<file path="config.mk">
export PLATFORM = sky130hd
export DESIGN_NAME = upower_ctrl_sequencer
export DESIGN_NICKNAME = d
export VERILOG_FILES = /design/src/rtl/upower_pkg.sv /design/src/rtl/upower_instr_decode.sv /design/src/rtl/upower_ctrl_sequencer.sv
export SDC_FILE = /design/constraint.sdc
export NUM_CORES = 1
export LEC_CHECK = 0
export BUFFER_PORTS_ARGS = -buffer_cell sky130_fd_sc_hd__buf_2
export CORE_ASPECT_RATIO = 1.2
export CORE_MARGIN = 4
export CORE_UTILIZATION = 50
export DETAILED_ROUTE_END_ITERATION = 10
export PLACE_DENSITY_LB_ADDON = 0.12
export SYNTH_ARGS = -nofsm -noshare
export SYNTH_HDL_FRONTEND = slang
export SYNTH_SLANG_ARGS = --single-unit
</file>
<file path="constraint.sdc">
create_clock -name clk -period 3.8 [get_ports clk]
set_input_delay 0.76 -clock clk [delete_from_list [all_inputs] [get_ports clk]]
set_output_delay 0.76 -clock clk [all_outputs]
set_load 0.03 [all_outputs]
</file>
<file path="src/rtl/upower_pkg.sv">
// Shared definitions for the uPOWER control path: opcodes, FSM states, instruction classes.
package upower_pkg;

  localparam logic [5:0] OP_XO   = 6'd31;
  localparam logic [5:0] OP_ADDI = 6'd14;
  localparam logic [5:0] OP_LWZ  = 6'd32;
  localparam logic [5:0] OP_LBZ  = 6'd34;
  localparam logic [5:0] OP_LHZ  = 6'd40;
  localparam logic [5:0] OP_LHA  = 6'd42;
  localparam logic [5:0] OP_STW  = 6'd36;
  localparam logic [5:0] OP_B    = 6'd18;

  typedef enum logic [2:0] {
    StFetch,
    StDecode,
    StExecute,
    StMem,
    StWb,
    StHalt
  } state_e;

  typedef enum logic [2:0] {
    ClsAlu,
    ClsLoad,
    ClsStore,
    ClsBranch,
    ClsIllegal
  } iclass_e;

  // Map a primary opcode onto the class that selects the sequencer's path.
  function automatic iclass_e classify(input logic [5:0] op);
    iclass_e cls;
    case (op)
      OP_XO, OP_ADDI:                 cls = ClsAlu;
      OP_LWZ, OP_LBZ, OP_LHZ, OP_LHA: cls = ClsLoad;
      OP_STW:                         cls = ClsStore;
      OP_B:                           cls = ClsBranch;
      default:                        cls = ClsIllegal;
    endcase
    return cls;
  endfunction

endpackage

</file>
<file path="src/rtl/upower_instr_decode.sv">
// Combinational field extraction and classification of a latched instruction word.
module upower_instr_decode
  import upower_pkg::*;
(
  input  logic [31:0] ir,
  output logic [5:0]  opcode,
  output logic [4:0]  rd,
  output logic [4:0]  rs,
  output logic [4:0]  rt,
  output logic [9:0]  xo,
  output logic [63:0] imm,
  output iclass_e     iclass
);

  // Fields are numbered MSB-first in the ISA; these are the LSB-0 equivalents.
  always_comb begin
    opcode = ir[31:26];
    rd     = ir[25:21];
    rs     = ir[20:16];
    rt     = ir[15:11];
    xo     = ir[10:1];
    imm    = {{48{ir[15]}}, ir[15:0]};
    iclass = classify(ir[31:26]);
  end

endmodule

</file>
<file path="src/rtl/upower_ctrl_sequencer.sv">
// Multi-cycle fetch/decode/execute/memory/writeback sequencer for the uPOWER datapath.
module upower_ctrl_sequencer
  import upower_pkg::*;
#(
  parameter int unsigned     PC_W     = 64,
  parameter logic [PC_W-1:0] RESET_PC = '0
) (
  input  logic            clk,
  input  logic            rst,
  output logic            imem_req,
  output logic [PC_W-1:0] imem_addr,
  input  logic            imem_ack,
  input  logic [31:0]     imem_data,
  input  logic            dmem_ack,
  output logic            MemRead,
  output logic            MemWrite,
  output logic [4:0]      rs,
  output logic [4:0]      rt,
  output logic [4:0]      rd,
  output logic [5:0]      opcode,
  output logic [9:0]      xo,
  output logic [63:0]     imm,
  output logic            RegRead,
  output logic            RegWrite,
  output logic [PC_W-1:0] pc,
  output logic            illegal
);

  state_e            state_q, state_d;
  logic [PC_W-1:0]   pc_q, pc_d;
  logic [PC_W-1:0]   ipc_q, ipc_d;
  logic [31:0]       ir_q, ir_d;
  logic              illegal_q, illegal_d;
  iclass_e           iclass;
  logic signed [25:0] li;
  logic [PC_W-1:0]   br_off;

  upower_instr_decode u_decode (
    .ir     (ir_q),
    .opcode (opcode),
    .rd     (rd),
    .rs     (rs),
    .rt     (rt),
    .xo     (xo),
    .imm    (imm),
    .iclass (iclass)
  );

  // Branch displacement; the size cast sign-extends or truncates to any PC width.
  assign li     = {ir_q[25:2], 2'b00};
  assign br_off = PC_W'(li);

  assign imem_addr = pc_q;
  assign pc        = pc_q;
  assign illegal   = illegal_q;

  // State register with synchronous reset.
  always_ff @(posedge clk) begin
    if (rst) begin
      state_q   <= StFetch;
      pc_q      <= RESET_PC;
      ipc_q     <= RESET_PC;
      ir_q      <= '0;
      illegal_q <= 1'b0;
    end else begin
      state_q   <= state_d;
      pc_q      <= pc_d;
      ipc_q     <= ipc_d;
      ir_q      <= ir_d;
      illegal_q <= illegal_d;
    end
  end

  // Next-state and strobe decode.
  always_comb begin
    state_d   = state_q;
    pc_d      = pc_q;
    ipc_d     = ipc_q;
    ir_d      = ir_q;
    illegal_d = illegal_q;
    imem_req  = 1'b0;
    RegRead   = 1'b0;
    RegWrite  = 1'b0;
    MemRead   = 1'b0;
    MemWrite  = 1'b0;

    case (state_q)
      StFetch: begin
        imem_req = 1'b1;
        if (imem_ack) begin
          ir_d    = imem_data;
          ipc_d   = pc_q;
          pc_d    = pc_q + PC_W'(4);
          state_d = StDecode;
        end
      end
      StDecode: begin
        RegRead = 1'b1;
        if (iclass == ClsIllegal) begin
          illegal_d = 1'b1;
          state_d   = StHalt;
        end else begin
          state_d = StExecute;
        end
      end
      StExecute: begin
        case (iclass)
          ClsBranch: begin
            pc_d    = ipc_q + br_off;
            state_d = StFetch;
          end
          ClsLoad, ClsStore: state_d = StMem;
          default:           state_d = StWb;
        endcase
      end
      StMem: begin
        MemRead  = (iclass == ClsLoad);
        MemWrite = (iclass != ClsLoad);
        if (dmem_ack) begin
          state_d = (iclass == ClsLoad) ? StWb : StFetch;
        end
      end
      StWb: begin
        RegWrite = 1'b1;
        state_d  = StFetch;
      end
      StHalt: ;
      default: state_d = StFetch;
    endcase

    // Nothing is strobed while reset is held, so an interrupted access never completes.
    if (rst) begin
      imem_req = 1'b0;
      RegRead  = 1'b0;
      RegWrite = 1'b0;
      MemRead  = 1'b0;
      MemWrite = 1'b0;
    end
  end

endmodule
</file>
Yosys cells after proc, flatten, opt, wreduce, memory -nomap -nowiden:

Index checks and enable logic that the tools add are counted.

* add/subtract/negate cells: 2
* $mul: 0
* divide/modulo/power cells: 0
* $lt $le $gt $ge: 0
* equal/unequal tests: 21
* shift operators: 0
* mux-type cells: 20
* bitwise gates (word level): 1
* reductions and logical operators: 9

Operators by type and width (number)
* 2-to-1 mux 64 bit: 2
* case mux 64 bit (2 select lines): 1
* adder 64 x 3 -> 64 bit (second input constant): 1
* adder 64 bit: 1
* == test 6 bit (second input constant): 5
* case mux 3 bit (5 select lines): 1
* == test 3 x 2 -> 1 bit (second input constant): 4
* == test 6 x 5 -> 1 bit (second input constant): 2
* 2-to-1 mux 3 bit: 4
* case mux 3 bit (4 select lines): 1
* 2-to-1 mux 1 bit: 10
* == test 3 bit (second input constant): 3
* == test 3 x 1 -> 1 bit (second input constant): 2
* == test 6 x 4 -> 1 bit (second input constant): 1
* != test 2 bit (second input constant): 3
* case mux 3 bit (2 select lines): 1
* AND reduction 3 bit: 2
* AND reduction 2 bit: 2
* OR reduction 2 bit: 2
* OR reduction 4 bit: 1
* zero test 3 bit: 1
* != test 3 x 1 -> 1 bit (second input constant): 1
* nonzero test 2 bit: 1
* NOT 1 bit: 1

* register bits: 164
* latch bits: 0
* RAM bits: 0
* memory bits (read-only): 0
* input port bits: 36
* output and inout port bits: 229
* memories kept: 0

Logic depth before layout (Yosys ltp):

* word-level depth: 7
* depth in mapped cells: 12

By module:

Synthesis repeated with hierarchy kept, for this count alone.

* cells, all modules: 1711
* area, all modules: 12245.5 um^2

By module, submodules not included
* upower_ctrl_sequencer: instances 1, cells an instance 1600, area an instance 11421.0 um^2
* upower_instr_decode: instances 1, cells an instance 111, area an instance 824.5 um^2

Worst setup path before layout:

No wires, ideal clock.

* path type: reg-to-reg
* from: register ir_q[15]
* to: register pc_q[56], in the netlist imem_addr[56]
* data arrival time: 3704 ps
* data required time: 3730 ps
* slack: 26 ps
* cell stages (with the launch flop): 12
* buffers on the path: 0
* cells stage by stage: dfxtp_1 ha_1 a21oi_1 o21ai_0 a21oi_1 o21ai_0 o31ai_2 o41ai_2 a21oi_1 o41ai_1 mux2_2 a21oi_1

* word-level cells in the longest chain between the ends: 3

Ends and longest elaborated chain
* from (decl): line upower_ctrl_sequencer.sv:32 `logic [31:0] ir_q, ir_d;`
* from (signal assigned): line upower_ctrl_sequencer.sv:69 `ir_q <= ir_d;`
* adder 64 bit: line upower_ctrl_sequencer.sv:109 `pc_d = ipc_q + br_off;`
* 2-to-1 mux 64 bit: line upower_ctrl_sequencer.sv:107 `case (iclass)`
* case mux 64 bit (2 select lines): line upower_ctrl_sequencer.sv:87 `case (state_q)`
* to (signal assigned): line upower_ctrl_sequencer.sv:67 `pc_q <= pc_d;`
* to (decl): line upower_ctrl_sequencer.sv:30 `logic [PC_W-1:0] pc_q, pc_d;`

No other way between the ends. The select of a mux whose other input is x is not followed.
A chain may end at the register's enable or synchronous reset.

Worst setup path after layout:

* from: register ir_q[2]
* to: register pc_q[58], in the netlist imem_addr[58]

Same word-level chain as after synthesis.

==> parameters.txt <==
Parameter                              Value

Run status
  Result of the run ... complete, no violations

Timing
  Max Freq ... 283 MHz
  Number of max-slew violations in the final report ... 0
  Final clock period utilization by the worst path ... 92.9%
  Total Negative Setup Slacks ... 0 ps
  Slew HR ... 42.5%
  Post-layout min period ... 3530 ps
  Worst slack on hold paths ... 452 ps
  Setup Skew ... 13.5 ps
  Number of hold-slack violations in the final timing report ... 0
  Final setup slack of the worst path ... 269 ps
  Least-Margin Pin Slew ... 862 ps
  Unrepaired setup endpoints after global routing ... false
  Number of failing setup endpoints in the final timing report ... 0

Clock network
  Root buffer cell ... sky130_fd_sc_hd__clkbuf_16
  Clock tree from TritonCTS ... built
  Number of buffers on the longest clock path ... 2
  Worst skew pair latency ... 440 ps
  Inserted Clock Buffers ... 17
  Clock Sinks ... 164
  Number of H-tree levels ... 4
  Clock slew at the register clock pins of the worst setup and hold paths ... 70 ps

Setup path
  Setup Crit Path Kind ... reg2reg
  Kind of end point of the critical path ... flop
  FF-to-FF setup slack ... 270 ps
  R2r startpoint ... ir_q[2]
  Element type at the critical path start ... flop
  Maximum fanout along the worst path ... 4
  Arrival time worst endpoint ... 3850 ps
  Data required time at the worst endpoint ... 4120 ps
  Number of cells traversed by the worst register-to-register path ... 14
  Endpoint of the most critical register-to-register path ... imem_addr[58]

Synthesis
  Async S/R FF share, synth ... 0%
  Synthesized area ... 0.0120 mm²
  Number of storage elements in the synthesis netlist ... 164
  Synth top area share ... 27.4%
  Largest area contributor in the netlist ... sky130_fd_sc_hd__dfxtp_1
  Count of flip-flops with a built-in enable after synthesis ... 0
  Largest cells by area after synthesis ... sky130_fd_sc_hd__dfxtp_1 27%, sky130_fd_sc_hd__a21oi_1 11%, sky130_fd_sc_hd__nand2_1 9.4%, sky130_fd_sc_hd__buf_4 8.0%, sky130_fd_sc_hd__ha_1 6.5%
  Prevailing post-synth register cell ... sky130_fd_sc_hd__dfxtp_1
  Gate Count Post-Synth ... 1676
  Library cells used by synthesis ... 77
  Post-Syn Nets ... 1775
  Average cell area after synthesis ... 7.14 µm²
  Sequential element share of the synthesized area ... 27.4%
  Ys Warns ... 0

Final layout
  Highest-count cells in the layout ignoring fill and taps ... 299 x sky130_fd_sc_hd__nand2_1, 263 x sky130_fd_sc_hd__buf_2, 252 x sky130_fd_sc_hd__a21oi_1, 164 x sky130_fd_sc_hd__dfxtp_1, 103 x sky130_fd_sc_hd__nor2_1
  Final core utilization ... 56.8%
  Proportion of layout cells with a drive suffix above 1 ... 20.4%
  Leading cell type in the layout, fill and taps excluded ... sky130_fd_sc_hd__nand2_1
  Diodes inserted ... 0
  NumNets Final ... 1860
  Non-Filler Instances ... 2088
  Final design area excluding fillers ... 0.0133 mm²
  Growth of design area from synthesis to finish ... 10.8%

Job
  Number of maximum-capacitance constraint violations ... 0

Route
  Detailed router's first-iteration violation count ... 827
  Wire per inst ... 17.7 µm
  # DRC ... 0
  Final antenna-violating net count ... 0
  Routed wire length ... 36900 µm
  Via-per-instance ratio ... 5.87
  Vias ... 12300
  First drt pass iteration count ... 5

Power and ir drop
  Lkg Pwr ... 5.79 nW
  Cell area power density ... 519 mW/mm²
  Total Power Consumption ... 6.89 mW
  VDD IR max ... 0.469 mV

Global routing
  Overall overflow remaining after global route ... 0
  Vias in the first global route ... 11600
  Global-route wire length before repair ... 59500 µm
  Global-route usage over all layers ... 27.3%
  Pin count of the biggest net entering global routing ... 107
  Number of antenna violations at the first check in global routing ... 0

Placement
  Instance count after placement with tap cells included ... 2057
  HPWL after detailed placement ... 26800 µm
  Port Buf Inserts ... 264
  Global placement routability congestion ... 0.961
  Instance area after placement ... 0.0126 mm²
  Place WS ... 258 ps

Floorplan
  Starting utilization of the core area ... 51.3%
  Die outline width ... 149 µm
  Number of placed I/O pins ... 265
  Die height ... 177 µm
  Area of the core ... 0.0234 mm²
  Area enclosed by the die boundary ... 0.0265 mm²
  Count of standard-cell rows ... 61

Worst hold path
  Worst hold path class ... reg2reg
  Hold Startpoint ... ipc_q[1]
  Hold Path Sink ... imem_addr[1]
  Number of stages on the worst hold path ... 2
[metal layers]
layer	GRT usage [%]	routed length (µm)
met1	33.9	15200
met2	47.6	18400
met3	3.65	1990
met4	11.1	1280
met5	0	0
[cell families (layout without fill, tap and decap cells)]
family | after synthesis | after routing | synth area share, %
adders and majority gates | 63 | 63 | 6.65
muxes | 5 | 5 | 0.449
AOI/OAI and AO/OA | 524 | 524 | 26.2
buffers and inverters | 257 | 354 | 12.1
and+or+nand+nor | 614 | 614 | 23.5
DFF | 164 | 164 | 27.4
xor gates and xnor gates | 49 | 49 | 3.59
[timing repair]
item,in CTS,in global routing
resized for setup,0,2
setup buffers,0,0
endpoints found under the setup margin,0,2
hold buffers,0,0
[report_power, final]
part / internal, mW / switching [mW]
Sequential: 1.89 / 0.242
Clock: 1.06 / 0.818
Combinational: 0.775 / 2.11
[worst max-delay path, stage by stage, from the launching register on]
cell and delay [ps]:
sky130_fd_sc_hd__dfxtp_1 370, sky130_fd_sc_hd__ha_1 230, sky130_fd_sc_hd__fa_1 250, sky130_fd_sc_hd__a211oi_1 120, sky130_fd_sc_hd__nor2_1 180, sky130_fd_sc_hd__o21ai_0 120
sky130_fd_sc_hd__buf_4 160, sky130_fd_sc_hd__nor4b_2 340, sky130_fd_sc_hd__o31ai_2 140, sky130_fd_sc_hd__buf_4 160, sky130_fd_sc_hd__or4_1 460, sky130_fd_sc_hd__o211ai_1 190
sky130_fd_sc_hd__a21oi_1 140, sky130_fd_sc_hd__xnor2_1 140, sky130_fd_sc_hd__a2111oi_0 400
[how the worst max path moves through the flow]
| stage | startpoint | endpoint | slack (ps) | cells past startpoint |
|---|---|---|---|---|
| 6_report | ir_q[2] | imem_addr[58] | 270 | 14 |
| 5_1_grt | ir_q[2] | imem_addr[58] | 20 | 14 |
| 3_3_place_gp | ir_q[2] | imem_addr[48] | 310 | 14 |
| 3_5_place_dp | ir_q[2] | imem_addr[48] | 260 | 14 |
| 2_1_floorplan | ir_q[15] | imem_addr[56] | 30 | 11 |
| 4_1_cts | ir_q[2] | imem_addr[48] | 220 | 14 |
[area by class of cell]
cell class	instances	area (µm²)
clock buffer	17	425
clock inverter	14	193
fill	2354	10100
inverter	27	101
multi-input combinational	1255	7290
sequential	164	3280
tap	315	394
timing repair buffer	296	1580
[state kept, by name, indices dropped and copies added (netlist names)]
name / cells
ipc_q: 64
illegal: 1
ir_q: 32
imem_addr: 64
state_q: 3
[cell usage after synthesis, types with 14 or more instances]
cell type and number:
sky130_fd_sc_hd__nand2_1 300, sky130_fd_sc_hd__a21oi_1 252, sky130_fd_sc_hd__dfxtp_1 164, sky130_fd_sc_hd__buf_4 127
sky130_fd_sc_hd__nor2_1 104, sky130_fd_sc_hd__o21ai_0 96, sky130_fd_sc_hd__clkbuf_1 92, sky130_fd_sc_hd__ha_1 62
sky130_fd_sc_hd__nor3_1 45, sky130_fd_sc_hd__nand3_1 40, sky130_fd_sc_hd__a21o_1 35, sky130_fd_sc_hd__xnor2_1 33
sky130_fd_sc_hd__a211oi_1 31, sky130_fd_sc_hd__nand4_1 31, sky130_fd_sc_hd__inv_1 27, sky130_fd_sc_hd__and3_1 16
sky130_fd_sc_hd__xor2_1 16, sky130_fd_sc_hd__nor4_1 14
(Power assumes the default switching activity.)
